==> config.mk <==
export PLATFORM = sky130hd
export DESIGN_NAME = button_event_arbiter_flat
export DESIGN_NICKNAME = d
export VERILOG_FILES = /design/src/rtl/button_event_arbiter_if.sv /design/src/rtl/button_event_arbiter.sv /design/src/flat_wrapper.sv
export SDC_FILE = /design/constraint.sdc
export NUM_CORES = 1
export LEC_CHECK = 0
export ABC_AREA = 0
export CAP_MARGIN = 20
export CORE_UTILIZATION = 49
export DETAILED_ROUTE_END_ITERATION = 16
export PLACE_DENSITY = 0.78
export SLEW_MARGIN = 10
export SYNTH_ARGS = -nofsm -noshare
export SYNTH_HDL_FRONTEND = slang
export SYNTH_SLANG_ARGS = --single-unit
==> constraint.sdc <==
create_clock -name CLK -period 1.5 [get_ports CLK]
set_clock_uncertainty 0.1 [all_clocks]
set_input_delay 0.15 -clock CLK [delete_from_list [all_inputs] [get_ports CLK]]
set_output_delay 0.15 -clock CLK [all_outputs]
set_load 0.01 [all_outputs]
==> src/rtl/button_event_arbiter_if.sv <==
// button_event_arbiter_if: button inputs, event handshake and status outputs of the arbiter.
interface button_event_arbiter_if #(
    parameter int N     = 4,
    parameter int IDX_W = 2
);
    logic [N-1:0]     BTN;
    logic             EV_READY;
    logic             EV_VALID;
    logic [IDX_W-1:0] EV_ID;
    logic [N-1:0]     PENDING;
    logic             DROP;
    modport master (input BTN, EV_READY, output EV_VALID, EV_ID, PENDING, DROP);
    modport slave  (output BTN, EV_READY, input EV_VALID, EV_ID, PENDING, DROP);
endinterface

==> src/rtl/button_event_arbiter.sv <==
// button_event_arbiter: synchronises N buttons and serialises their presses round-robin over valid/ready.
// Define BTN_REPEAT_EN to add per-button auto-repeat after REPEAT_CYCLES of hold.
module button_event_arbiter #(
    parameter int N             = 4,
    parameter int IDX_W         = 2,
    parameter int REPEAT_CYCLES = 25000000
) (
    input logic CLK,
    input logic RST,
    button_event_arbiter_if.master bus
);
    typedef enum logic {IDLE, OFFER} state_t;
    state_t state, state_nxt;
    logic [N-1:0] s1, s2, s3, rise, clr, pend_nxt;
    logic [IDX_W-1:0] ptr, ptr_nxt, win, id_nxt;
    logic valid_nxt, drop_nxt, hs;
`ifdef BTN_REPEAT_EN
    localparam int CW = REPEAT_CYCLES > 1 ? $clog2(REPEAT_CYCLES) : 1;
    localparam logic [CW-1:0] CMAX = CW'(REPEAT_CYCLES - 1);
    logic [CW-1:0] cnt [N];
    logic [N-1:0] edge_r, fire;
    assign edge_r = s2 & ~s3;
    always_comb begin
        for (int i = 0; i < N; i++) fire[i] = s2[i] & ~edge_r[i] & (cnt[i] == CMAX);
    end
    assign rise = edge_r | fire;
    always_ff @(posedge CLK) begin
        for (int i = 0; i < N; i++)
            cnt[i] <= (RST | edge_r[i] | ~s2[i] | fire[i]) ? '0 : cnt[i] + 1'b1;
    end
`else
    logic unused_rc;
    assign unused_rc = REPEAT_CYCLES > 0;
    assign rise = s2 & ~s3;
`endif
    always_comb begin
        hs = (state == OFFER) && bus.EV_READY;
        clr = '0;
        if (hs) clr[bus.EV_ID] = 1'b1;
        // a rise coinciding with the clear re-arms the bit and is not a collision
        pend_nxt = (bus.PENDING & ~clr) | rise;
        drop_nxt = |(rise & bus.PENDING & ~clr);
    end
    // scanning downwards lets the nearest set bit at or after ptr win last
    always_comb begin
        win = '0;
        for (int k = N - 1; k >= 0; k--)
            if (bus.PENDING[(int'(ptr) + k) % N]) win = IDX_W'((int'(ptr) + k) % N);
    end
    always_comb begin
        state_nxt = state;
        valid_nxt = bus.EV_VALID;
        id_nxt = bus.EV_ID;
        ptr_nxt = ptr;
        if (state == IDLE && |bus.PENDING) begin
            state_nxt = OFFER;
            valid_nxt = 1'b1;
            id_nxt = win;
        end else if (hs) begin
            state_nxt = IDLE;
            valid_nxt = 1'b0;
            ptr_nxt = (int'(bus.EV_ID) == N - 1) ? '0 : bus.EV_ID + 1'b1;
        end
    end
    always_ff @(posedge CLK) begin
        if (RST) state <= IDLE;
        else state <= state_nxt;
    end
    always_ff @(posedge CLK) begin
        if (RST) begin
            s1 <= '0;
            s2 <= '0;
            s3 <= '0;
            ptr <= '0;
            bus.PENDING <= '0;
            bus.EV_VALID <= 1'b0;
            bus.EV_ID <= '0;
            bus.DROP <= 1'b0;
        end else begin
            s1 <= bus.BTN;
            s2 <= s1;
            s3 <= s2;
            ptr <= ptr_nxt;
            bus.PENDING <= pend_nxt;
            bus.EV_VALID <= valid_nxt;
            bus.EV_ID <= id_nxt;
            bus.DROP <= drop_nxt;
        end
    end
endmodule
==> src/flat_wrapper.sv <==
// flat-port wrapper written by rule: the top's interface ports become plain ports
module button_event_arbiter_flat 
#(
    parameter int N             = 4,
    parameter int IDX_W         = 2,
    parameter int REPEAT_CYCLES = 25000000
)
  (CLK, RST, bus_BTN, bus_EV_READY, bus_EV_VALID, bus_EV_ID, bus_PENDING, bus_DROP);
  button_event_arbiter_if #(.N(N), .IDX_W(IDX_W)) bus_i ();
  input logic CLK;
  input logic RST;
  input wire logic [$bits(bus_i.BTN)-1:0] bus_BTN;
  input wire logic [$bits(bus_i.EV_READY)-1:0] bus_EV_READY;
  output wire logic [$bits(bus_i.EV_VALID)-1:0] bus_EV_VALID;
  output wire logic [$bits(bus_i.EV_ID)-1:0] bus_EV_ID;
  output wire logic [$bits(bus_i.PENDING)-1:0] bus_PENDING;
  output wire logic [$bits(bus_i.DROP)-1:0] bus_DROP;
  assign bus_i.BTN = bus_BTN;
  assign bus_i.EV_READY = bus_EV_READY;
  assign bus_EV_VALID = bus_i.EV_VALID;
  assign bus_EV_ID = bus_i.EV_ID;
  assign bus_PENDING = bus_i.PENDING;
  assign bus_DROP = bus_i.DROP;
  button_event_arbiter #(.N(N), .IDX_W(IDX_W), .REPEAT_CYCLES(REPEAT_CYCLES)) u_core (.CLK(CLK), .RST(RST), .bus(bus_i));
endmodule
# --- Word level (Yosys, flattened, before mapping) ---
# Index checks and enable logic that the tools add are counted.
word_totals:
  mem_bits_ro: 0
  latch_bits: 0
  word_cells: 62
  input_bits: 7
  ram_bits: 0
  output_inout_bits: 8
  ff_bits: 22
  n_memories: 0
op_classes:
  bitwise_logic: 12
  n_mux: 21
  order_cmp: 6
  n_addsub: 4
  reduce_logical: 10
  multipliers: 0
  n_shift: 0
  n_div: 0
  eq_ne: 1
ops:
  columns: ["op", "count"]
  rows:
  - ["4-bit AND", 4]
  - ["3-bit by 4-bit less-than comparator with 1-bit output, second input constant", 3]
  - ["1-bit two-way mux", 10]
  - ["2-bit two-way mux", 5]
  - ["1-bit binary-select mux with 2-bit select", 4]
  - ["4-bit NOT", 2]
  - ["4-bit OR reduction", 2]
  - ["2-bit by 3-bit less-than comparator with 1-bit output, second input constant", 2]
  - ["2-bit OR reduction", 3]
  - ["2-bit by 1-bit adder with 2-bit output, second input constant", 2]
  - ["2-bit adder, second input constant", 2]
  - ["4-bit two-way mux", 1]
  - ["4-bit OR", 1]
  - ["1-bit AND, first input constant", 3]
  - ["1-bit logical AND", 3]
  - ["1-bit demux with 2-bit select", 1]
  - ["2-bit by 1-bit == test with 1-bit output, second input constant", 1]
  - ["2-bit by 1-bit greater-or-equal comparator with 1-bit output, second input constant", 1]
  - ["1-bit NOT", 2]
  - ["2-bit AND reduction", 1]
  - ["2-bit nonzero test", 1]

# --- Logic depth before layout (Yosys ltp) ---
# Gate-level depths: netlist of run 1.
depth:
  word_depth: 10
  ltp_mapped: 5
  mapped_depth_nobuf: 5

# --- Least setup slack after synthesis of run 1 ---
# No wires, ideal clock.
synth_path:
  path_type: "reg2reg"
  startpoint: "reg u_core.bus.EV_ID[0]"
  endpoint: "reg u_core.bus.DROP"
  period_less_slack_ps: 1237
  path_buffers: 0
  arrival_ps: 1056
  slack_ps: 263
  required_time_ps: 1319
  setup_ps: 81
  stages_incl_launch_ff: 6
  path_cell_list: "dfxtp_1 inv_1 ha_1 nand3_1 nand3_1 a41oi_1"
synth_via:
  elab_chain_len: 8
  word_cells_on_any_way: 9
  cone_classes: "order compare (2); mux (3); bitwise (2); reduce/logical (2)"
synth_lines:
  columns: ["item", "line", "source"]
  rows:
  - ["start, declared", "button_event_arbiter_if.sv:12", "modport master (input BTN, EV_READY, output EV_VALID, EV_ID, PENDING, DROP);"]
  - ["start signal, assigned", "button_event_arbiter.sv:86", "bus.EV_ID <= id_nxt;"]
  - ["2-bit by 3-bit less-than comparator with 1-bit output (implied by the code) / 2-bit by 1-bit greater-or-equal comparator with 1-bit output (equally long branches)", "button_event_arbiter.sv:39", "if (hs) clr[bus.EV_ID] = 1'b1;"]
  - ["1-bit logical AND (implied by the code)", "button_event_arbiter.sv:39", null]
  - ["1-bit two-way mux (implied by the code)", "button_event_arbiter.sv:39", null]
  - ["1-bit demux with 2-bit select *", null, null]
  - ["4-bit two-way mux *", "button_event_arbiter.sv:39", null]
  - ["4-bit NOT *", "button_event_arbiter.sv:42", "drop_nxt = |(rise & bus.PENDING & ~clr);"]
  - ["4-bit AND *", "button_event_arbiter.sv:42", null]
  - ["4-bit OR reduction *", "button_event_arbiter.sv:42", null]
  - ["end signal, assigned", "button_event_arbiter.sv:87", "bus.DROP <= drop_nxt;"]
  - ["end, declared", "button_event_arbiter_if.sv:12", null]
# Every way passes the cells marked *; elsewhere a longest branch is shown, timed or not.
# A chain may end at the register's enable or synchronous reset.

# --- Final worst setup path of run 1 ---
layout_path:
  startpoint: "reg u_core.bus.DROP"
  endpoint: "out bus_DROP"
layout_lines:
  columns: ["item", "line", "source"]
  rows:
  - ["end, declared", "flat_wrapper.sv:17", "output wire logic [$bits(bus_i.DROP)-1:0] bus_DROP;"]
# No word-level cell between the ends.

==> flow_summary.ini, run 1 <==
[outcome]
outcome = complete, no violations

[yosys]
yosys_warnings = 0
post_synth_num_cell_types = 21
ys.flop_type = dfxtp_1
netlist.area_leader.share = 0.514
yosysSeqAreaShare = 0.514
async_flop_share = 0
synthCells = 91
synth-edff-count = 0
yosysMostFrequentCell = dfxtp_1
synth_area_per_cell_um2 = 9.42
synth_fp_nets = 102
ys_seq_elements = 22
yosys.area.top_type = dfxtp_1
synthTopCellsByArea = dfxtp_1 51%, nor2b_1 12%, ha_1 5.8%, a21oi_1 5.3%, nand3_1 5.3%
synth_common_cells = 22 x dfxtp_1, 16 x nor2b_1, 9 x a21oi_1, 9 x nand3_1, 7 x nor2_1
syn_area_um2 = 857

[worst_hold_path]
hold_path_class = primary input to register

[critical_path]
critical_path.cell_chain = clkdlybuf4s50_1
crit_path_start_kind = register
worstSetupPathType = register to primary output
worst-path-buf-inv = 1
critPathArrivalTime_ns = 1.16
cpMaxStageDelayCell = clkdlybuf4s50_1
required_ns = 1.25
crit_fanout = 1
critPathCaptureType = primary output
critical-path-top-delay-family = buffers and inverters
crit_path_max_incr_delay_ns = 0.52

[clock_network]
htreeDepth = 1
cts_buffers = 3
clock_path_buffers = 2
cts_num_sinks = 22
cts_tree = yes
clock_latency_ns = 0.31
postCtsSetupBuffers = 0
cts-root-buf = clkbuf_4
clk_pin_slew_ns = 0.12

[cells_and_area]
fin_nets = 121
final_area_um2 = 1100
fillers = 124
final_util = 0.699
drive_gt1_frac = 0.138
regArea_um2 = 460
multi_input_area_um2 = 385
diodes = 0
final_cells = 125
syn_to_final_growth_pct = 28.6

[grt]
grt_pass1_vias = 610
grt_pass1_wl_mm = 2.56
track_usage = 0.186
antenna_found_initial = 0
grt_max_degree = 16
grt_overflow = 0

[timing]
hold_violations = 0
worst_pin_slew_ns = 0.263
relSlewSlack = 0.823
finalSetupViolations = 0
min_period_ns = 1.41
timing.hold.ws_ns = 0.281
fin_setup_tns_ns = 0
maxSlewViolCount = 0
rsz0062_at_grt = no
period_share = 0.937
fmax_ghz = 0.712

[place]
place.gp.congestion = 0.851
dp_cells = 121
port_buffers = 14
dp_hpwl_mm = 1.06
place_area_um2 = 1030

[floorplan]
core_region_area_um2 = 1580
die_height_um = 43.8
die_w_um = 43.8
dieArea_um2 = 1920
num_rows = 14
initial_core_util = 0.544
io_pins = 15

[drt]
vias = 673
postRouteAntennaNets = 0
wirelength_mm = 1.49
drtPass1Iterations = 4
drcViolationCount = 0
wl_per_cell_um = 11.9
vias_per_cell = 5.38
drt_iter0_markers = 6

[power]
ir_worst_vdd_uv = 739
p_per_area_nw_per_um2 = 1130
leakagePower_uw = 0.000480

[run]
maxCapViolCount = 0
## final timing paths
kind	cells past startpoint	end	start	slack, ns
hold / removal	2	u_core.s1[3]	bus_BTN[3]	0.28
hold reg to reg	1	u_core.s2[3]	u_core.s1[3]	0.35
setup reg to reg	5	u_core.bus.DROP	u_core.bus.EV_ID[0]	0.27
setup / recovery	1	bus_DROP	u_core.bus.DROP	0.09
## final cells by class
cell class / instances / share of cell area
Sequential cell: 22 / 0.418
Multi-Input combinational cell: 61 / 0.350
Timing Repair Buffer: 17 / 0.150
Clock inverter: 1 / 0.0272
Clock buffer: 3 / 0.0204
Tap cell: 16 / 0.0182
Inverter: 5 / 0.0170
## timing repair
action,in CTS,in global routing
hold buffers,0,0
hold endpoints to repair,0,0
gates cloned,0,0
setup endpoints to repair,6,3
resized for setup,15,3
## per-layer routing
| layer | routed length [um] | vias to the layer above | track usage |
|---|---|---|---|
| met5 | 0 | - | 0 |
| met4 | 27 | 0 | 0.100 |
| met3 | 90 | 3 | 0.0625 |
| met2 | 636 | 18 | 0.278 |
| met1 | 730 | 308 | 0.237 |
| li1 | - | 344 | - |
## kinds of logic after synthesis
family / after synthesis / synth area share
and+or+nand+nor: 41 / 0.276
DFF: 22 / 0.514
AOI/OAI and AO/OA: 16 / 0.115
buffers and inverters: 8 / 0.0365
adders and majority gates: 4 / 0.0584
## placed cells by master (no fill, tap or decap), types with 2 or more instances in the layout
cell             netlist  layout
buf_4                  0       3
ha_1                   4       4
clkdlybuf4s50_1        0       7
dfxtp_4                0       5
o32ai_1                2       2
nand2_1                2       2
a21oi_1                9       9
nor2_1                 7       7
dlygate4sd2_1          0       4
nand3_1                9       9
dfxtp_1               22      16
nand2b_1               3       3
inv_1                  5       5
dlymetal6s2s_1         0       3
clkbuf_4               0       3
nor2b_1               16      16
## metrics by stage
step,worst slack [ns],power (uW)
global placement,0.167,815
detailed placement,0.178,819
floorplan,0.263,745
CTS,0.00354,1260
global route,0.0317,1310
finish,0.0946,1250
## flip-flops by register name, indices dropped and copies added (netlist names)
register            flops
u_core.bus.EV_ID        2
u_core.bus.PENDING      4
u_core.s1               4
u_core.s2               4
u_core.bus.DROP         1
u_core.ptr              2
u_core.state            1
u_core.s3               4
## where the power goes
group          switching (uW)  internal, uW
Sequential               29.0           613
Clock                     179           270
Combinational            73.3          82.7
Power figures use the tool's default switching activity.
==> run 2: changes to the inputs <==
- HOLD_SLACK_MARGIN: default -> 0.06
- RECOVER_POWER: default -> 25
==> flow_summary.ini, run 2 (synthesized netlist as in run 1, its figures left out) <==
[drt]
wirelength_mm = 1.49
postRouteAntennaNets = 0
vias = 671
drtPass1Iterations = 4
wl_per_cell_um = 11.9
drcViolationCount = 0
drt_iter0_markers = 7
vias_per_cell = 5.37

[floorplan]
initial_core_util = 0.544
io_pins = 15
die_w_um = 43.8
core_region_area_um2 = 1580
num_rows = 14
dieArea_um2 = 1920
die_height_um = 43.8

[cells_and_area]
regArea_um2 = 460
drive_gt1_frac = 0.128
final_area_um2 = 1100
fin_nets = 121
syn_to_final_growth_pct = 28.2
multi_input_area_um2 = 385
mostFrequentLayoutCells = 16 x nor2b_1, 16 x dfxtp_1, 9 x a21oi_1, 9 x nand3_1, 7 x nor2_1
fillers = 126
diodes = 0

[clock_network]
cts_buffers = 3
cts_num_sinks = 22
clk_pin_slew_ns = 0.12
post_cts_hold_buffer_count = 0
htreeDepth = 1
cts-root-buf = clkbuf_4
ctsResizeCount = 15
clock_latency_ns = 0.31
postCtsSetupBuffers = 0
clock_path_buffers = 2
cts_tree = yes

[critical_path]
r2r_slack_ns = 0.26
r2r_start = u_core.bus.EV_ID[0]
timing.rr.end = u_core.bus.DROP
required_ns = 1.25
crit_fanout = 1
cpMaxStageDelayCell = clkdlybuf4s50_1
critPathCaptureType = primary output
critical_path.cell_chain = clkdlybuf4s50_1
reg2reg_depth = 5
worstSetupPathType = register to primary output
critical-path-top-delay-family = buffers and inverters
crit_path_start_kind = register
critPathArrivalTime_ns = 1.16
worst-path-buf-inv = 1
crit_path_max_incr_delay_ns = 0.52

[power]
swShare = 0.226
p_per_area_nw_per_um2 = 1130
fin_total_pwr_uw = 1250
clock_power_share = 0.360
p_comb_frac = 0.124
ir_worst_vdd_uv = 739
p_sw_uw = 281
intPower_uw = 965
seqPwrFrac = 0.515
leakagePower_uw = 0.000476

[grt]
grt_pass1_wl_mm = 2.56
grt_pass1_vias = 610
use_met3 = 0.0625
met1_usage = 0.237
track_usage = 0.186
antenna_found_initial = 0
grtUsageMet2 = 0.278
busiest_layer = met2
grt_overflow = 0
grt_max_degree = 16

[timing]
maxSlewViolCount = 0
rsz0062_at_grt = no
worst_pin_slew_ns = 0.604
finalSetupViolations = 0
min_period_ns = 1.41
fin_setup_tns_ns = 0
hold_violations = 0
period_share = 0.937
fmax_ghz = 0.712
relSlewSlack = 0.597

[outcome]
outcome = complete, no violations

[worst_hold_path]
holdCritStartpoint = bus_BTN[3]
hold_depth = 2
hold_path_class = primary input to register
hold_path_end = u_core.s1[3]

[place]
dp_hpwl_mm = 1.06
place.gp.congestion = 0.851
place_area_um2 = 1030
port_buffers = 14

[run]
maxCapViolCount = 0
==> run 2: cell count changes in the layout (fill, tap and decap cells not counted) <==
cell	change
buf_4	-1
clkbuf_1	+1
clkdlybuf4s50_1	-1
dlygate4sd3_1	+1
==> run 2: cell type report <==
| class | count | share of cell area |
|---|---|---|
| Clock inverter | 1 | 0.0273 |
| Tap cell | 16 | 0.0182 |
| Timing Repair Buffer | 17 | 0.147 |
| Inverter | 5 | 0.0171 |
| Multi-Input combinational cell | 61 | 0.351 |
| Clock buffer | 3 | 0.0205 |
| Sequential cell | 22 | 0.419 |
==> run 2: per-stage QoR <==
step,utilization,hold slack (ns),cells,worst slack [ns]
finish,0.697,0.281,125,0.0946
global route,0.697,0.270,125,0.0317
CTS,0.694,0.275,125,0.00354
detailed placement,0.652,0.328,121,0.178
global placement,0.652,0.318,121,0.167
floorplan,-,0.122,91,0.263
==> run 2: routing by layer <==
metal	up-vias	wire length, um
li1	345	-
met2	16	638
met3	3	89
met5	-	0
met4	0	27
met1	307	737
==> run 2: power by group through the flow <==
stage	Sequential (uW)	Combinational [uW]	Clock, uW
detailed placement	658	161	0
global route	649	170	487
global placement	656	159	0
CTS	643	159	460
floorplan	658	86.7	0
finish	642	155	449
==> run 2: how the worst max path moves through the flow <==
stage | cells after the start | to | slack, ns | startpoint
final | 1 | bus_DROP | 0.09 | u_core.bus.DROP
after global routing | 1 | bus_DROP | 0.03 | u_core.bus.DROP
after CTS | 1 | bus_EV_ID[0] | 0.004 | u_core.bus.EV_ID[0]
after detailed placement | 4 | u_core.bus.DROP | 0.18 | bus_EV_READY
after global placement | 4 | u_core.bus.DROP | 0.17 | bus_EV_READY
after floorplan | 5 | u_core.bus.DROP | 0.26 | u_core.bus.EV_ID[0]
==> run 3: changes to the inputs <==
- SKIP_LAST_GASP: default -> 1
==> flow_summary.ini, run 3 (synthesized netlist as in run 1, its figures left out) <==
[critical_path]
required_ns = 1.25
reg2reg_depth = 5
cpMaxStageDelayCell = clkdlybuf4s50_1
critPathArrivalTime_ns = 1.19
crit_path_max_incr_delay_ns = 0.52
crit_fanout = 2
worst-path-buf-inv = 1
critPathCaptureType = primary output
critical-path-top-delay-family = buffers and inverters
worstSetupPathType = register to primary output
critical_path.cell_chain = clkdlybuf4s50_1
crit_path_start_kind = register
cp.depth = 1

[grt]
grt_overflow = 0
grt_pass1_vias = 610
antenna_found_initial = 0
grt_pass1_wl_mm = 2.56
grt_max_degree = 16
track_usage = 0.186

[place]
place.gp.congestion = 0.851
port_buffers = 14
dp_hpwl_mm = 1.06

[timing]
fmax_ghz = 0.692
hold_violations = 0
maxSlewViolCount = 0
worst_pin_slew_ns = 0.607
rsz0062_at_grt = no
finalSetupViolations = 0
min_period_ns = 1.44
period_share = 0.963
relSlewSlack = 0.596

[cells_and_area]
final_util = 0.702
drive_gt1_frac = 0.136
diodes = 0
syn_to_final_growth_pct = 29.2
mostFrequentLayoutCells = 16 x nor2b_1, 16 x dfxtp_1, 9 x a21oi_1, 9 x nand3_1
fin_nets = 122
fillers = 123

[clock_network]
clock_path_buffers = 2
clk_pin_slew_ns = 0.12
cts_buffers = 3
cts_tree = yes
htreeDepth = 1
cts_num_sinks = 22
cts-root-buf = clkbuf_4
clock_latency_ns = 0.31

[worst_hold_path]
hold_depth = 2
hold_path_class = primary input to register

[outcome]
outcome = complete, no violations

[floorplan]
die_height_um = 43.8
die_w_um = 43.8
io_pins = 15
initial_core_util = 0.544
dieArea_um2 = 1920
num_rows = 14
core_region_area_um2 = 1580

[drt]
drcViolationCount = 0
drtPass1Iterations = 4
vias = 674
wirelength_mm = 1.48
vias_per_cell = 5.35
postRouteAntennaNets = 0
wl_per_cell_um = 11.8
drt_iter0_markers = 7

[power]
p_per_area_nw_per_um2 = 1130
fin_total_pwr_uw = 1250
ir_worst_vdd_uv = 739
leakagePower_uw = 0.000478

[run]
maxCapViolCount = 0
==> run 3: final timing paths <==
kind / start / to / slack [ns]
worst max-delay path: u_core.bus.PENDING[2] / bus_PENDING[2] / 0.06
worst min-delay path: bus_BTN[3] / u_core.s1[3] / 0.28
worst max register to register: u_core.bus.EV_ID[0] / u_core.bus.DROP / 0.26
worst min register to register: u_core.s1[3] / u_core.s2[3] / 0.35
==> run 3: layout make-up <==
type                       count  area, um2  share of cell area
clock inverter                 1       30.0              0.0271
multi-input combinational     61        385               0.348
inverter                       5       18.8              0.0169
sequential                    22        460               0.416
tap                           16       20.0              0.0181
timing repair buffer          18        170               0.154
clock buffer                   3       22.5              0.0203
==> run 3: per-stage QoR <==
| step | setup TNS, ns | instances | instance area [um2] | hold slack, ns | setup WS, ns |
|---|---|---|---|---|---|
| 2_1_floorplan | 0 | 91 | 857 | 0.122 | 0.263 |
| 5_1_grt | 0 | 126 | 1110 | 0.270 | 0.0147 |
| 6_report | 0 | 126 | 1110 | 0.280 | 0.0553 |
| 3_3_place_gp | 0 | 121 | 1030 | 0.318 | 0.167 |
| 3_5_place_dp | 0 | 121 | 1030 | 0.328 | 0.178 |
| 4_1_cts | -0.0307 | 125 | 1100 | 0.275 | -0.0307 |
==> run 3: where the power goes <==
part	switching, uW	total, uW	internal (uW)
combinational	76.7	160	83.8
clock	178	449	270
sequential	26.0	639	613
==> run 3: timing repair <==
item / CTS / global route
hold endpoints to repair: 0 / 0
hold buffers: 0 / 0
setup endpoints to repair: 6 / 4
buffers inserted: 0 / 1
gates resized for setup: 14 / 3
==> run 3: layer usage <==
| layer | global-route usage | wire, um | vias up |
|---|---|---|---|
| li1 | - | - | 345 |
| met1 | 0.237 | 703 | 301 |
| met2 | 0.278 | 644 | 25 |
| met3 | 0.0625 | 106 | 3 |
| met4 | 0.100 | 27 | 0 |
| met5 | 0 | 0 | - |
